**config.mk**
```make
export PLATFORM = sky130hd
export DESIGN_NAME = aes_byte_stream_adapter
export DESIGN_NICKNAME = d
export VERILOG_FILES = /design/src/rtl/aes_byte_stream_adapter.sv
export SDC_FILE = /design/constraint.sdc
export NUM_CORES = 1
export LEC_CHECK = 0
export BUFFER_PORTS_ARGS = -buffer_cell sky130_fd_sc_hd__buf_2
export CAP_MARGIN = 10
export CORE_AREA = 2 2 215 217
export DETAILED_ROUTE_END_ITERATION = 12
export DIE_AREA = 0 0 217 219
export SLEW_MARGIN = 20
export SYNTH_ARGS = -nofsm -noshare
export SYNTH_HDL_FRONTEND = slang
export SYNTH_SLANG_ARGS = --single-unit
```
**constraint.sdc**
```tcl
create_clock -name clk -period 36.2 [get_ports clk]
set_input_delay 3.62 -clock clk [delete_from_list [all_inputs] [get_ports clk]]
set_output_delay 3.62 -clock clk [all_outputs]
set_load 0.1 [all_outputs]
```
**src/rtl/aes_byte_stream_adapter.sv**
```systemverilog
// Byte-stream wrapper around a combinational AES-128 core: gathers 16 plaintext
// bytes, waits for the core to settle, then streams the 16 ciphertext bytes out.
module aes_byte_stream_adapter #(
   parameter int unsigned SETTLE_CYCLES = 2
) (
   input  logic         clk,
   input  logic         rst,
   input  logic [7:0]   in_byte,
   input  logic         in_valid,
   output logic         in_ready,
   input  logic [127:0] key_in,
   input  logic         key_load,
   output logic [127:0] core_plaintext,
   output logic [127:0] core_key,
   input  logic [127:0] core_ciphertext,
   output logic [7:0]   out_byte,
   output logic         out_valid,
   input  logic         out_ready,
   output logic         busy,
   output logic [15:0]  block_count
);

   localparam int unsigned BLK_W = 128;
   localparam int unsigned CNT_W = 4;
   localparam int unsigned SET_W = 8;
   localparam int unsigned BC_W  = 16;
   localparam logic [SET_W-1:0] SETTLE_LAST = SET_W'(SETTLE_CYCLES - 1);
   localparam logic [CNT_W-1:0] CNT_LAST    = CNT_W'(15);

   typedef enum logic [1:0] {FILL, SETTLE, DRAIN} state_t;

   state_t             state_q, state_d;
   logic [CNT_W-1:0]   byte_cnt_q;
   logic [CNT_W-1:0]   idx_q;
   logic [SET_W-1:0]   settle_q;
   logic [BLK_W-1:0]   pt_q;
   logic [BLK_W-1:0]   key_q;
   logic [BLK_W-1:0]   out_q;
   logic [BC_W-1:0]    blk_cnt_q;
   logic               accept;
   logic               xfer;
   logic               key_en;
   logic               settle_done;
   logic [BLK_W-1:0]   out_shift;

   // State register
   always_ff @(posedge clk or posedge rst) begin
      if (rst) state_q <= FILL;
      else     state_q <= state_d;
   end

   // Next state and handshake decode, all derived from the current state
   always_comb begin
      state_d     = state_q;
      in_ready    = 1'b0;
      out_valid   = 1'b0;
      busy        = 1'b0;
      accept      = 1'b0;
      xfer        = 1'b0;
      key_en      = 1'b0;
      settle_done = 1'b0;
      case (state_q)
         FILL: begin
            in_ready = 1'b1;
            accept   = in_valid;
            key_en   = key_load && (byte_cnt_q == '0);
            if (accept && (byte_cnt_q == CNT_LAST)) state_d = SETTLE;
         end
         SETTLE: begin
            busy        = 1'b1;
            settle_done = (settle_q == SETTLE_LAST);
            if (settle_done) state_d = DRAIN;
         end
         DRAIN: begin
            busy      = 1'b1;
            out_valid = 1'b1;
            xfer      = out_ready;
            if (xfer && (idx_q == CNT_LAST)) state_d = FILL;
         end
         default: state_d = FILL;
      endcase
   end

   // Datapath: plaintext shift-in, key latch, settle timer, result capture, drain index
   always_ff @(posedge clk or posedge rst) begin
      if (rst) begin
         byte_cnt_q <= '0;
         idx_q      <= '0;
         settle_q   <= '0;
         pt_q       <= '0;
         key_q      <= '0;
         out_q      <= '0;
         blk_cnt_q  <= '0;
      end else begin
         if (key_en) key_q <= key_in;
         if (accept) begin
            pt_q       <= {pt_q[BLK_W-9:0], in_byte};
            byte_cnt_q <= byte_cnt_q + CNT_W'(1);
         end
         if (state_q == SETTLE) settle_q <= settle_done ? '0 : settle_q + SET_W'(1);
         if (settle_done) out_q <= core_ciphertext;
         if (xfer) begin
            idx_q <= idx_q + CNT_W'(1);
            if (idx_q == CNT_LAST) blk_cnt_q <= blk_cnt_q + BC_W'(1);
         end
      end
   end

   // Output byte selection: byte 0 is the most significant byte
   always_comb begin
      out_shift = out_q << {idx_q, 3'b000};
      out_byte  = out_valid ? out_shift[BLK_W-1 -: 8] : 8'h00;
   end

   assign core_plaintext = pt_q;
   assign core_key       = key_q;
   assign block_count    = blk_cnt_q;

endmodule
```
==> impl_metrics.py, run 1 <==
metrics = {
    "critical_path": {
        "path_max_fanout": 41,
        "cp_num_buf_inv": 2,
        "arrival_ns": 3.18,
        "critPathCaptureType": "output port",
        "startpoint_type": "flop",
        "crit_path_max_incr_delay_ns": 0.64,
        "crit_required_ns": 32.58,
        "reg2regPathDepth": 7,
        "path_depth": 6,
        "crit_family": "buffers and inverters",
        "cp_slowest_cell": "buf_4",
        "crit_chain": "buf_4, mux4_2, nand2b_1, nand3_1, o21ai_0, buf_2",
        "crit_type": "flop to output port",
    },
    "synth": {
        "synth_edf_count": 0,
        "synth-seq-cells": 418,
        "async_flop_share_pct": 100,
        "synth_top_family_by_area": "multiplexers",
        "yosys_warnings": 0,
        "synth_compound_area_share_pct": 1.18,
        "synth.yosys.seq_area_share_pct": 60.3,
        "synth_nets": 1347,
        "synthAdderAreaFrac_pct": 0.722,
        "synthMuxAreaShare_pct": 31.9,
        "synth_ff_type": "dfrtp_1",
        "ys_types": 34,
        "syn_area_per_cell_um2": 16.2,
        "synth-simple-area-share_pct": 2.47,
        "yosysTopAreaCellShare_pct": 60.3,
        "netlist_instances": 1068,
        "yosysTopAreaCell": "dfrtp_1",
        "syn-cell-area_um2": 17300,
        "yosys-top-cells-area": "dfrtp_1 60%, mux2_2 18%, mux2_4 10%, mux4_2 2.1%, mux2i_1 1.4%",
        "synth-xor-area-share_pct": 1.36,
    },
    "route": {
        "drcViolationCount": 0,
        "drt-total-wl_mm": 44.4,
        "wl_met2_mm": 22.0,
        "drtPass1Iterations": 4,
        "top_layer": "met5",
        "drt-vias-per-instance": 4.74,
        "postRouteAntennaNets": 0,
        "wl_met3_mm": 2.61,
        "wl_per_cell_um": 19.7,
        "met1_length_mm": 18.4,
        "num_vias": 10700,
        "drtIter0Drc": 613,
    },
    "placement": {
        "hpwlAfterDp_mm": 32.8,
        "io_buffers": 551,
        "place_congestion": 0.828,
        "dp.cells": 2173,
        "pre_cts_slack_ns": 30.00,
    },
    "floorplan": {
        "coreArea_um2": 45100,
        "die_area_um2": 47500,
        "die_height_um": 219,
        "rows": 78,
        "die_w_um": 217,
        "io_pins": 552,
        "start_util_pct": 38.4,
    },
    "global_route": {
        "grtUsageTotal_pct": 18.2,
        "grt_overflow": 0,
        "grt_antenna_before_repair": 12,
        "grt_max_degree": 173,
        "grt_pass1_vias": 11000,
        "grt_pass1_wl_mm": 66.4,
    },
    "worst_hold_path": {
        "holdPathStages": 1,
        "worst_hold_path_type": "flop to flop",
    },
    "clock_network": {
        "post_cts_buffers": 0,
        "clock_path_buffers": 3,
        "htreeDepth": 2,
        "clock_latency_ns": 0.56,
        "root_buffer": "clkbuf_16",
        "cts.sinks": 418,
        "ctsResizeCount": 0,
        "cts_tree": "yes",
        "path_clk_slew_ns": 0.06,
        "ctsHoldBuffers": 0,
        "numCtsBuffers": 45,
    },
    "layout": {
        "layout.nets": 1899,
        "syn2layout_area_growth_pct": 28.1,
        "mostFrequentLayoutCell": "buf_2",
        "drive_above_1_share_pct": 63.8,
        "multiInputGateArea_um2": 6550,
        "fillers": 3996,
        "final_cell_mix": "551 x buf_2, 417 x dfrtp_1, 277 x mux2_2, 120 x mux2_4, 47 x clkbuf_16",
        "final_cells": 2256,
        "seq_area_um2": 10500,
    },
    "timing": {
        "finalHoldViolCount": 0,
        "grt_setup_unrepaired": "false",
        "layout_setup_ws_ns": 29.40,
        "tightestPinTransition_ns": 1.08,
        "finalCritPeriodShare_pct": 18.8,
        "fin_crit_ns": 6.80,
        "clock_skew_ns": 0.0168,
        "tns_ns": 0,
        "drv_slew": 0,
        "setup_viol_count_final": 0,
        "relSlewSlack_pct": 27.8,
        "max_freq_mhz": 147,
    },
    "outcome": {
        "status": "complete, no violations",
    },
    "run": {
        "drv_cap": 0,
    },
}
## path summary, 6_finish.rpt
kind | end | slack [ns] | startpoint
min in group asynchronous | core_key[85] | 3.20 | rst
max in group asynchronous | idx_q[0] | 31.53 | rst
worst min register to register | block_count[15] | 0.48 | block_count[15]
worst min-delay path | block_count[15] | 0.48 | block_count[15]
worst max register to register | out_q[119] | 32.72 | settle_q[0]
worst max-delay path | out_byte[0] | 29.40 | idx_q[0]
## sequential cells by signal (all words and copies together) (netlist names)
signal          flops
idx_q               4
state_q             2
byte_cnt_q          4
core_plaintext    128
settle_q            8
out_q             128
core_key          128
block_count        16
## cell families after synthesis
group,count (synthesis)
multiplexers,438
flip-flops,418
AND/OR/NAND/NOR,82
buffers and inverters,64
AO/OA/AOI/OAI,29
XOR/XNOR,27
adder cells (fa/ha/maj),10
## final cells by class
| cell class | instances | area share (%) |
|---|---|---|
| clock buffers | 67 | 6.22 |
| well taps | 600 | 3.38 |
| repair buffers | 560 | 12.8 |
| clock inverters | 14 | 0.811 |
| inverters | 9 | 0.186 |
| flip-flops and latches | 418 | 47.1 |
| multi-input cells | 586 | 29.5 |
| diodes | 2 | 0.0225 |
## through the flow
step	hold WS [ns]	utilization, %	area [um^2]
2_1_floorplan	0.447	-	17300
3_3_place_gp	0.459	45.8	20600
3_5_place_dp	0.467	45.8	20600
4_1_cts	0.482	49.2	22200
5_1_grt	0.506	49.2	22200
6_report	0.475	49.3	22200
## synthesized netlist by cell type (all sizes together) (9+ instances only)
library cell and number:
buf 28, clkbuf 27, dfrtp 418, ha 10, inv 9, mux2 397, mux2i 25, mux4 16
nand2 24, nand3 17, nand4 12, nor2 11, xnor2 19
## worst register-to-register path: cells and delay by family, from the launching register on
kind / cells / cell delay [ns]
adders and majority gates: 1 / 0.21
buffers and inverters: 2 / 1.72
DFF: 1 / 0.43
muxes: 1 / 0.44
and+or+nand+nor: 3 / 0.57
## per-layer routing
layer,vias to the layer above,GRT usage [%]
met5,-,0
met4,6,6.12
met3,84,4.38
met2,336,30.6
met1,5320,23.0
li1,4946,-
Power of run 1 is not shown: default switching activity piles up to over one toggle a cycle in this logic, so the estimate is an artifact.
==> run 2, diff against run 1 <==
Settings changed: ABC_AREA set to 1, CORE_AREA 2 2 215 217 to 2 2 214 216, DIE_AREA 0 0 217 219 to 0 0 216 218, PLACE_DENSITY set to 0.65.
Clock period 36.2 ns to 6.3 ns, I/O delays scaled along.
==> run 2 against run 1 <==
  * Wire length grew 19%
  * Clock skew about the same
  * Via count is 40% higher
  * First-iteration DRC count up 91%
  * Critical path depth up 2
  * Hold slack worse by 0.29 ns
  * Synthesized area rose by 4.6%
  * Utilization increased by 1.3 points
  * Cell count is 43% higher
  * Global-route usage grew 3.7 points
  * Die area down 0.92%
==> impl_metrics.py, run 2 <==
metrics = {
    "layout": {
        "drive_above_1_share_pct": 28.0,
        "multiInputGateArea_um2": 5710,
        "syn2layout_area_growth_pct": 25.1,
        "mostFrequentLayoutCell": "buf_2",
        "post-route-util_pct": 50.5,
        "final_cell_mix": "551 x buf_2, 436 x nand2_1, 417 x dfrtp_1, 350 x inv_1, 229 x nor2_1",
        "fillers": 4331,
        "layout.nets": 2866,
        "seq_area_um2": 10500,
        "finish.instance_area_um2": 22700,
    },
    "timing": {
        "clock_skew_ns": 0.0173,
        "hold-worst-slack_ns": 0.186,
        "relSlewSlack_pct": 31.5,
        "fin_crit_ns": 3.73,
        "setup_viol_count_final": 0,
        "finalCritPeriodShare_pct": 59.2,
        "max_freq_mhz": 268,
        "drv_slew": 0,
        "tightestPinTransition_ns": 1.03,
        "finalHoldViolCount": 0,
        "tns_ns": 0,
        "grt_setup_unrepaired": "false",
    },
    "synth": {
        "async_flop_share_pct": 100,
        "syn_area_per_cell_um2": 8.71,
        "synth_ff_type": "dfrtp_1",
        "yosys-top-cells-area": "dfrtp_1 58%, nand2_1 9.0%, inv_1 7.3%, o21ai_0 5.2%, nor2_1 4.7%",
        "synth_edf_count": 0,
        "yosysTopAreaCellShare_pct": 57.7,
        "ys_top_cells_by_count": "437 x nand2_1, 418 x dfrtp_1, 351 x inv_1",
        "yosys_warnings": 0,
        "syn-cell-area_um2": 18100,
        "ys_types": 30,
        "synth_nets": 2361,
        "yosysTopAreaCell": "dfrtp_1",
        "synth.yosys.seq_area_share_pct": 57.7,
        "synth-seq-cells": 418,
        "yosysMostFrequentCell": "nand2_1",
        "netlist_instances": 2082,
    },
    "floorplan": {
        "start_util_pct": 40.4,
        "die_height_um": 218,
        "rows": 78,
        "io_pins": 552,
        "die_area_um2": 47100,
        "die_w_um": 216,
        "coreArea_um2": 44900,
    },
    "clock_network": {
        "htreeDepth": 2,
        "cts_tree": "yes",
        "clock_latency_ns": 0.57,
        "post_cts_buffers": 0,
        "cts.sinks": 418,
        "clock_path_buffers": 3,
        "root_buffer": "clkbuf_16",
        "ctsHoldBuffers": 0,
        "numCtsBuffers": 47,
        "ctsResizeCount": 0,
        "path_clk_slew_ns": 0.06,
    },
    "global_route": {
        "grt_max_degree": 176,
        "grt_antenna_before_repair": 18,
        "grt_pass1_vias": 14800,
        "grtUsageTotal_pct": 21.9,
        "grt_overflow": 0,
        "grt_pass1_wl_mm": 80.9,
    },
    "route": {
        "postRouteAntennaNets": 0,
        "drtIter0Drc": 1170,
        "wl_per_cell_um": 16.3,
        "drcViolationCount": 0,
        "drtPass1Iterations": 7,
        "num_vias": 15000,
        "drt-total-wl_mm": 52.6,
        "drt-vias-per-instance": 4.64,
    },
    "run": {
        "drv_cap": 0,
    },
    "critical_path": {
        "worstReg2RegStart": "state_q[1]",
        "crit_family": "buffers and inverters",
        "crit_required_ns": 5.67,
        "startpoint_type": "flop",
        "reg2regPathDepth": 8,
        "crit_type": "flop to output port",
        "r2r-end": "core_key[26]",
        "crit_chain": "buf_4, nor2_1, nor2_1, nand2_1, nand3_1, nand3_1, a21oi_1, buf_2",
        "r2r_slack_ns": 3.16,
        "cp_slowest_cell": "dfrtp_2",
        "crit_path_max_incr_delay_ns": 0.74,
        "cp_num_buf_inv": 2,
        "arrival_ns": 3.10,
        "path_max_fanout": 58,
        "critPathCaptureType": "output port",
    },
    "placement": {
        "hpwlAfterDp_mm": 38.7,
        "place_congestion": 0.896,
        "io_buffers": 551,
        "dpl_cell_area_um2": 21100,
    },
    "worst_hold_path": {
        "worst_hold_path_type": "input pin to asynchronous set/reset pin",
    },
    "outcome": {
        "status": "complete, no violations",
    },
}
[run 2: changes by cell type in the layout (fill, tap and decap cells not counted), sizes merged, moves of 9 or more]
cell / delta
inv: +343
a21oi: +170
nor2: +226
diode: +9
mux2: -395
nand3: +58
mux4: -16
xnor2: -14
o21ai: +216
nand2: +413
mux2i: -25
[run 2: final cells by class]
cell class	count	share of cell area [%]
well taps	600	3.31
flip-flops and latches	418	46.1
clock buffers	64	5.87
diodes	11	0.121
clock inverters	14	0.612
repair buffers	564	12.8
inverters	357	5.93
multi-input cells	1199	25.2
[run 2: routing by layer]
| layer | wire length (um) | share of wire, % | GRT usage [%] |
|---|---|---|---|
| met1 | 21200 | 40 | 27.3 |
| met3 | 4180 | 8.0 | 6.58 |
| met2 | 25800 | 49 | 36.3 |
| met5 | 19 | 0.036 | 0 |
| met4 | 1350 | 2.6 | 7.53 |
[run 2: worst reg2reg max path: cells and delay by family, from the launching register on]
family          cells  cell delay, ns
buf+inv             4            1.05
simple gates        2            0.98
flops               1            0.40
fa+ha+maj           1            0.36
compound gates      1            0.27
[run 2: worst max path at each step]
stage                from             end  cells after the start
2_1_floorplan         rst  block_count[0]                      1
3_3_place_gp     idx_q[0]     out_byte[0]                      8
3_5_place_dp   state_q[0]    core_key[78]                      7
4_1_cts          idx_q[0]     out_byte[0]                      8
5_1_grt          idx_q[0]     out_byte[0]                      8
6_report         idx_q[0]     out_byte[0]                      8
[run 2: cells by family after synthesis]
logic type      after synthesis  synth area share, %
mux                           2                0.124
buf+inv                     465                 11.0
simple gates                766                 16.8
flops                       418                 57.7
fa+ha+maj                    10                0.690
xor+xnor                     21                 1.01
compound gates              400                 12.7
[run 2: stage by stage]
stage                     setup slack (ns)  cells
after detailed placement              3.17   3137
final                                 2.57   3227
after global routing                  2.33   3225
after floorplan                     0.0325   2082
after global placement                3.21   3137
after CTS                             2.57   3215
Power of run 2 is left out for the same reason.
